## config.mk

```make
export PLATFORM = sky130hd
export DESIGN_NAME = tdm_demux4
export DESIGN_NICKNAME = d
export VERILOG_FILES = /design/src/rtl/tdm_demux4.sv
export SDC_FILE = /design/constraint.sdc
export NUM_CORES = 1
export LEC_CHECK = 0
export CAP_MARGIN = 0
export CORE_UTILIZATION = 38
export DETAILED_ROUTE_END_ITERATION = 10
export PLACE_DENSITY = 0.63
export SLEW_MARGIN = 20
export SYNTH_ARGS = -nofsm -noshare
export SYNTH_HDL_FRONTEND = slang
export SYNTH_SLANG_ARGS = --single-unit
```

## constraint.sdc

```tcl
create_clock -name clk -period 0.8 [get_ports clk]
set_input_delay 0.12 -clock clk [delete_from_list [all_inputs] [get_ports clk]]
set_output_delay 0.12 -clock clk [all_outputs]
set_load 0.02 [all_outputs]
```

## src/rtl/tdm_demux4.sv

```systemverilog
// -----------------------------------------------------------------------------
// tdm_demux4
//   1:4 time-division demultiplexer. Words arrive on a single shared lane in
//   slot order 0..3, with slot 0 marked by sof. Slots 0..2 are parked in shadow
//   registers. The slot-3 word is merged with them so that all four channel
//   outputs update together, and only when a complete frame has been received.
//
// Ports
//   clk          in   1          system clock, rising edge
//   rst_n        in   1          asynchronous active-low reset (released synchronously inside)
//   din          in   WIDTH      lane data for the current slot
//   din_valid    in   1          din qualifies this cycle
//   sof          in   1          start of frame: din is slot 0 (ignored when din_valid=0)
//   y            out  4*WIDTH    channel words; y[k*WIDTH +: WIDTH] = channel k
//   s            out  2          slot index the next valid word is written to (0 in IDLE)
//   frame_valid  out  1          1-cycle pulse: y was just loaded with a complete frame
//   sync_err     out  1          1-cycle pulse: sof arrived before the frame completed
// -----------------------------------------------------------------------------
module tdm_demux4 #(
    parameter int WIDTH = 1
) (
    input  logic                 clk,
    input  logic                 rst_n,
    input  logic [WIDTH-1:0]     din,
    input  logic                 din_valid,
    input  logic                 sof,
    output logic [4*WIDTH-1:0]   y,
    output logic [1:0]           s,
    output logic                 frame_valid,
    output logic                 sync_err
);

    typedef enum logic {
        IDLE = 1'b0,
        RUN  = 1'b1
    } state_t;

    state_t             state;
    logic [WIDTH-1:0]   shadow [3];
    logic [1:0]         rst_sync;
    logic               rst_int_n;

    // Reset asserts asynchronously and is released on a clock edge, so every
    // flop leaves reset in the same cycle.
    always_ff @(posedge clk or negedge rst_n) begin
        if (!rst_n) begin
            rst_sync <= 2'b00;
        end else begin
            rst_sync <= {rst_sync[0], 1'b1};
        end
    end

    assign rst_int_n = rst_sync[1];

    // NOTE: all state below is written with non-blocking assignments so that
    // every branch reads the pre-edge values of s and shadow[].
    always_ff @(posedge clk or negedge rst_int_n) begin
        if (!rst_int_n) begin
            state       <= IDLE;
            s           <= 2'd0;
            y           <= '0;
            frame_valid <= 1'b0;
            sync_err    <= 1'b0;
            // NOTE: the shadow registers are only three words, so clearing
            // them in reset is cheap and keeps the reset state fully defined.
            for (int i = 0; i < 3; i++) begin
                shadow[i] <= '0;
            end
        end else begin
            // Flags are pulses: cleared every cycle unless an event sets them.
            frame_valid <= 1'b0;
            sync_err    <= 1'b0;

            if (din_valid) begin
                unique case (state)
                    IDLE: begin
                        // A word without sof here belongs to no frame: drop it.
                        if (sof) begin
                            shadow[0] <= din;
                            s         <= 2'd1;
                            state     <= RUN;
                        end
                    end

                    RUN: begin
                        if (sof) begin
                            // Early sof: abandon the partial frame and resync.
                            sync_err  <= 1'b1;
                            shadow[0] <= din;
                            s         <= 2'd1;
                        end else begin
                            unique case (s)
                                2'd1: shadow[1] <= din;
                                2'd2: shadow[2] <= din;
                                2'd3: begin
                                    // Slot 3 bypasses the shadows straight into y.
                                    y           <= {din, shadow[2], shadow[1], shadow[0]};
                                    frame_valid <= 1'b1;
                                    state       <= IDLE;
                                end
                                default: shadow[0] <= din;
                            endcase
                            s <= s + 2'd1;
                        end
                    end

                    default: state <= IDLE;
                endcase
            end
        end
    end

endmodule
```

==> metrics.md, run 1 <==
| Metric | Value |
|---|---|
| Post-synth EDFFs | `0` |
| Tcrit/Tclk final | `1.608` |
| Largest family of logic cells by synthesized area | `simple AND/OR/NAND/NOR gates` |
| Status | `finished with violations` |
| Critical Path RT | `~0.96 ns` |
| Clock-pin slew on the worst setup and hold paths | `approximately 0.080 ns` |
| Vias | `503` |
| Chip height | `approximately 42 um` |
| Share of cells above drive strength 1 | `0.6125` |
| CTS tree | `yes` |
| Placed Cells | `85` |
| Die width | `42.37 um` |
| Setup-failing EPs final | `20` |
| GPL Wtd Cong | `0.6833` |
| Layout Skew | `0.0005201 ns` |
| Drt first-iter violations | `5` |
| Peak supply drop | `1662 uV` |
| Critical path startpoint | `s[0]$_DFFE_PN0P_` |
| Initial antenna violation count | `0` |
| Top cell type's share of synthesized area | `0.5657` |
| Slack of the worst reg-to-reg path | `-0.49 ns` |
| Avg WL per Cell | `13.20 um` |
| Place WS | `-0.6077 ns` |
| Post-synthesis compound-gate area fraction | `0.06263` |
| Full die area | `0.001795 mm2` |
| Mapped Cells | `49` |
| Fin. Hold Viols | `0` |
| Max Fclk | `0.7774 GHz` |
| Largest cells by area after synthesis | `dfrtp_1, ha_1, mux2_2, nand4b_1, mux2_1` |
| Final cell utilization of the core | `0.6811` |
| Post-synth top area cell | `dfrtp_1` |
| Post-route insts no fill | `96` |
| Crit path launch type | `register` |
| Antenna Cells | `0` |
| Post-Synth Simple-Gate Area | `0.1333` |
| # IOs | `13` |
| Port Buf Inserts | `12` |
| First-pass GRT wire length | `2063 um` |
| Multiplexer area fraction after synthesis | `0.1091` |
| DP HPWL | `813.1 um` |
| H-tree levels | `1` |
| Vias in the first global route | `~480` |
| Final WS setup | `-0.4863 ns` |
| Static Leak | `0.0005006 uW` |
| Asr flop ratio synth | `1.000` |
| Capture point of the worst reg-to-reg path | `y[0]$_DFFE_PN0P_` |
| Fin. max-slew vios | `0` |
| RSZ-0062 raised after global routing | `true` |
| Routed Antenna Nets | `0` |
| Final WL | `1267 um` |
| Post-Synth Adder-Cell Area | `0.08081` |
| Syn nets | `58` |
| Sequential share of the synthesized area | `0.5657` |
| Synthesis-stage register bit count | `14` |
| Crit end category | `register` |
| Synth warn | `0` |
| Total Routing Usage GR | `0.1587` |
| Clock Path Buffers | `2` |
| Yosys cell types | `20` |
| Clock sink total | `14` |
| Failing checks | `setup timing` |
| Largest net degree at the start of global routing | `13` |
| Crit path DAT | `1.44 ns` |
| Avg Cell Area, Syn | `about 13 um2` |
| Worst R2R Start | `s[0]$_DFFE_PN0P_` |
| Clock buffer count from CTS | `3` |
| Area Growth Syn to Fin | `65.66%` |
| First-pass DRT Iterations | `4` |
| Number of rows in the core area | `14` |
| Vias per cell | `5.240` |
| Grt total ovfl | `0` |
| PwrDens | `3250 mW/mm2` |
| Crit path kind | `register to register` |
| Max-cap viol count | `0` |
| R2R depth | `4` |
| Min Tclk post-route | `about 1.3 ns` |
| Mapped cell area | `619.3 um2` |
| Post-Synth XOR/XNOR Area | `0` |
| Critical Path Fanout Max | `5` |
| Core box area | `0.001506 mm2` |
| Top_reg_cell synth | `dfrtp_1` |
| Hold WC Path Type | `register to asynchronous set/reset pin` |
| CTS Root Buffer Type | `clkbuf_4` |
| Clock Latency Late Sink | `~0.27 ns` |
| Drt drc | `0` |
| Worst setup path endpoint | `y[0]$_DFFE_PN0P_` |
| Initial core utilization | `0.4111` |
| Nets | `91` |
## routing by layer
| metal | global-route usage | share of wire |
|---|---|---|
| met2 | 0.2585 | 0.51 |
| met3 | 0.05172 | 0.042 |
| met4 | 0.05625 | 0.011 |
| met1 | 0.1966 | 0.44 |
| met5 | 0 | 0 |
## repair_timing
action                                  CTS  global route
gates resized for setup                  61             8
endpoints found under the setup margin   19            20
setup buffers                             5             3
endpoints found under the hold margin     2             0
pin swaps                                 6             2
hold buffers                              1             0
## cells in the mapped netlist, drive strengths merged, types with 2 or more instances
library cell and number:
buf 3, dfrtp 14, ha 4, inv 3
mux2 6, nand2 2, nand3 2, nand4b 3
nor3 2
## kinds of logic (layout without fill, tap and decap cells)
kind of cell | Yosys count | in the layout
muxes | 6 | 6
and+or+nand+nor | 13 | 13
buffers and inverters | 6 | 37
adders and majority gates | 4 | 4
other | 1 | 1
AOI/OAI and AO/OA | 5 | 5
DFF | 14 | 14
## cells in the final DEF (no fill, tap or decap)
cell | Yosys | routed
buf_4 | 0 | 14
dfrtp_1 | 14 | 12
buf_6 | 0 | 12
mux2_4 | 0 | 6
clkdlybuf4s50_1 | 0 | 4
nand4b_1 | 3 | 3
clkbuf_4 | 0 | 3
inv_2 | 0 | 2
nand3_2 | 0 | 2
nand2_1 | 2 | 2
nor3_2 | 0 | 2
ha_4 | 0 | 2
ha_1 | 4 | 2
dfrtp_2 | 0 | 2
and3_1 | 1 | 1
inv_1 | 3 | 1
or3b_4 | 0 | 1
o221ai_2 | 0 | 1
a21boi_0 | 1 | 1
a21oi_2 | 0 | 1
o2bb2ai_2 | 0 | 1
and4b_1 | 1 | 1
nor2_1 | 1 | 1
a22o_1 | 1 | 1
dlygate4sd3_1 | 0 | 1
conb_1 | 1 | 1
## area by class of cell
class	instances	area (um2)
Multi-Input combinational cell	29	329.1
Timing Repair Buffer	31	290.3
Inverter	3	11.26
Fill cell	118	480.5
Sequential cell	14	352.8
Tap cell	16	20.02
Clock buffer	3	22.52
## registers in the layout (all words and copies together) (netlist names)
name and flops:
y 4, sync_err 1, frame_valid 1, state 1, shadow 3, s 2, rst_sync 2
## worst min-delay path by stage
stage,startpoint,endpoint,slack [ns],depth (start not counted)
after floorplan,rst_n,rst_sync[0]$_DFF_PN0_,-0.18,0
after global placement,rst_sync[1]$_DFF_PN0_,shadow[0]$_DFFE_PN0P_,0.16,1
after detailed placement,rst_sync[1]$_DFF_PN0_,shadow[0]$_DFFE_PN0P_,0.16,1
after CTS,rst_sync[1]$_DFF_PN0_,shadow[0]$_DFFE_PN0P_,0.16,1
after global routing,rst_sync[1]$_DFF_PN0_,shadow[0]$_DFFE_PN0P_,0.21,1
final,rst_sync[1]$_DFF_PN0_,shadow[0]$_DFFE_PN0P_,0.16,1
## critical path, cell delays in order, from the launching register on
cell and delay [ns]:
dfrtp_2 0.46, ha_4 0.18, nand4b_1 0.10, buf_6 0.14, mux2_4 0.30
## where the power goes
group          internal [uW]  switching [uW]
Combinational           1080             705
Sequential               960             208
Clock                    174             207
Total                   2210            1120
## stage by stage
step	total power, uW	setup TNS (ns)	hold slack (ns)	area, um2
5_1_grt	3541	-6.128	0.2078	1026
3_3_place_gp	2325	-7.512	0.1587	842.1
3_5_place_dp	2350	-7.874	0.1572	842.1
6_report	3334	-5.415	0.1581	1026
4_1_cts	3165	-5.381	0.1650	984.7
2_1_floorplan	1789	-3.804	-0.1756	640.6
Power figures use the tool's default switching activity.
==> run 2: changes to the inputs <==
ABC_CLOCK_PERIOD_IN_PS = 800   (was default)
==> results of run 2 <==
Same layout as run 1: the final DEF is identical, and so are final timing and power.
==> run 3: changes to the inputs <==
CTS_CLUSTER_SIZE = 16   (was default)
==> results of run 3 <==
Same layout as run 1: the final DEF is identical, and so are final timing and power.
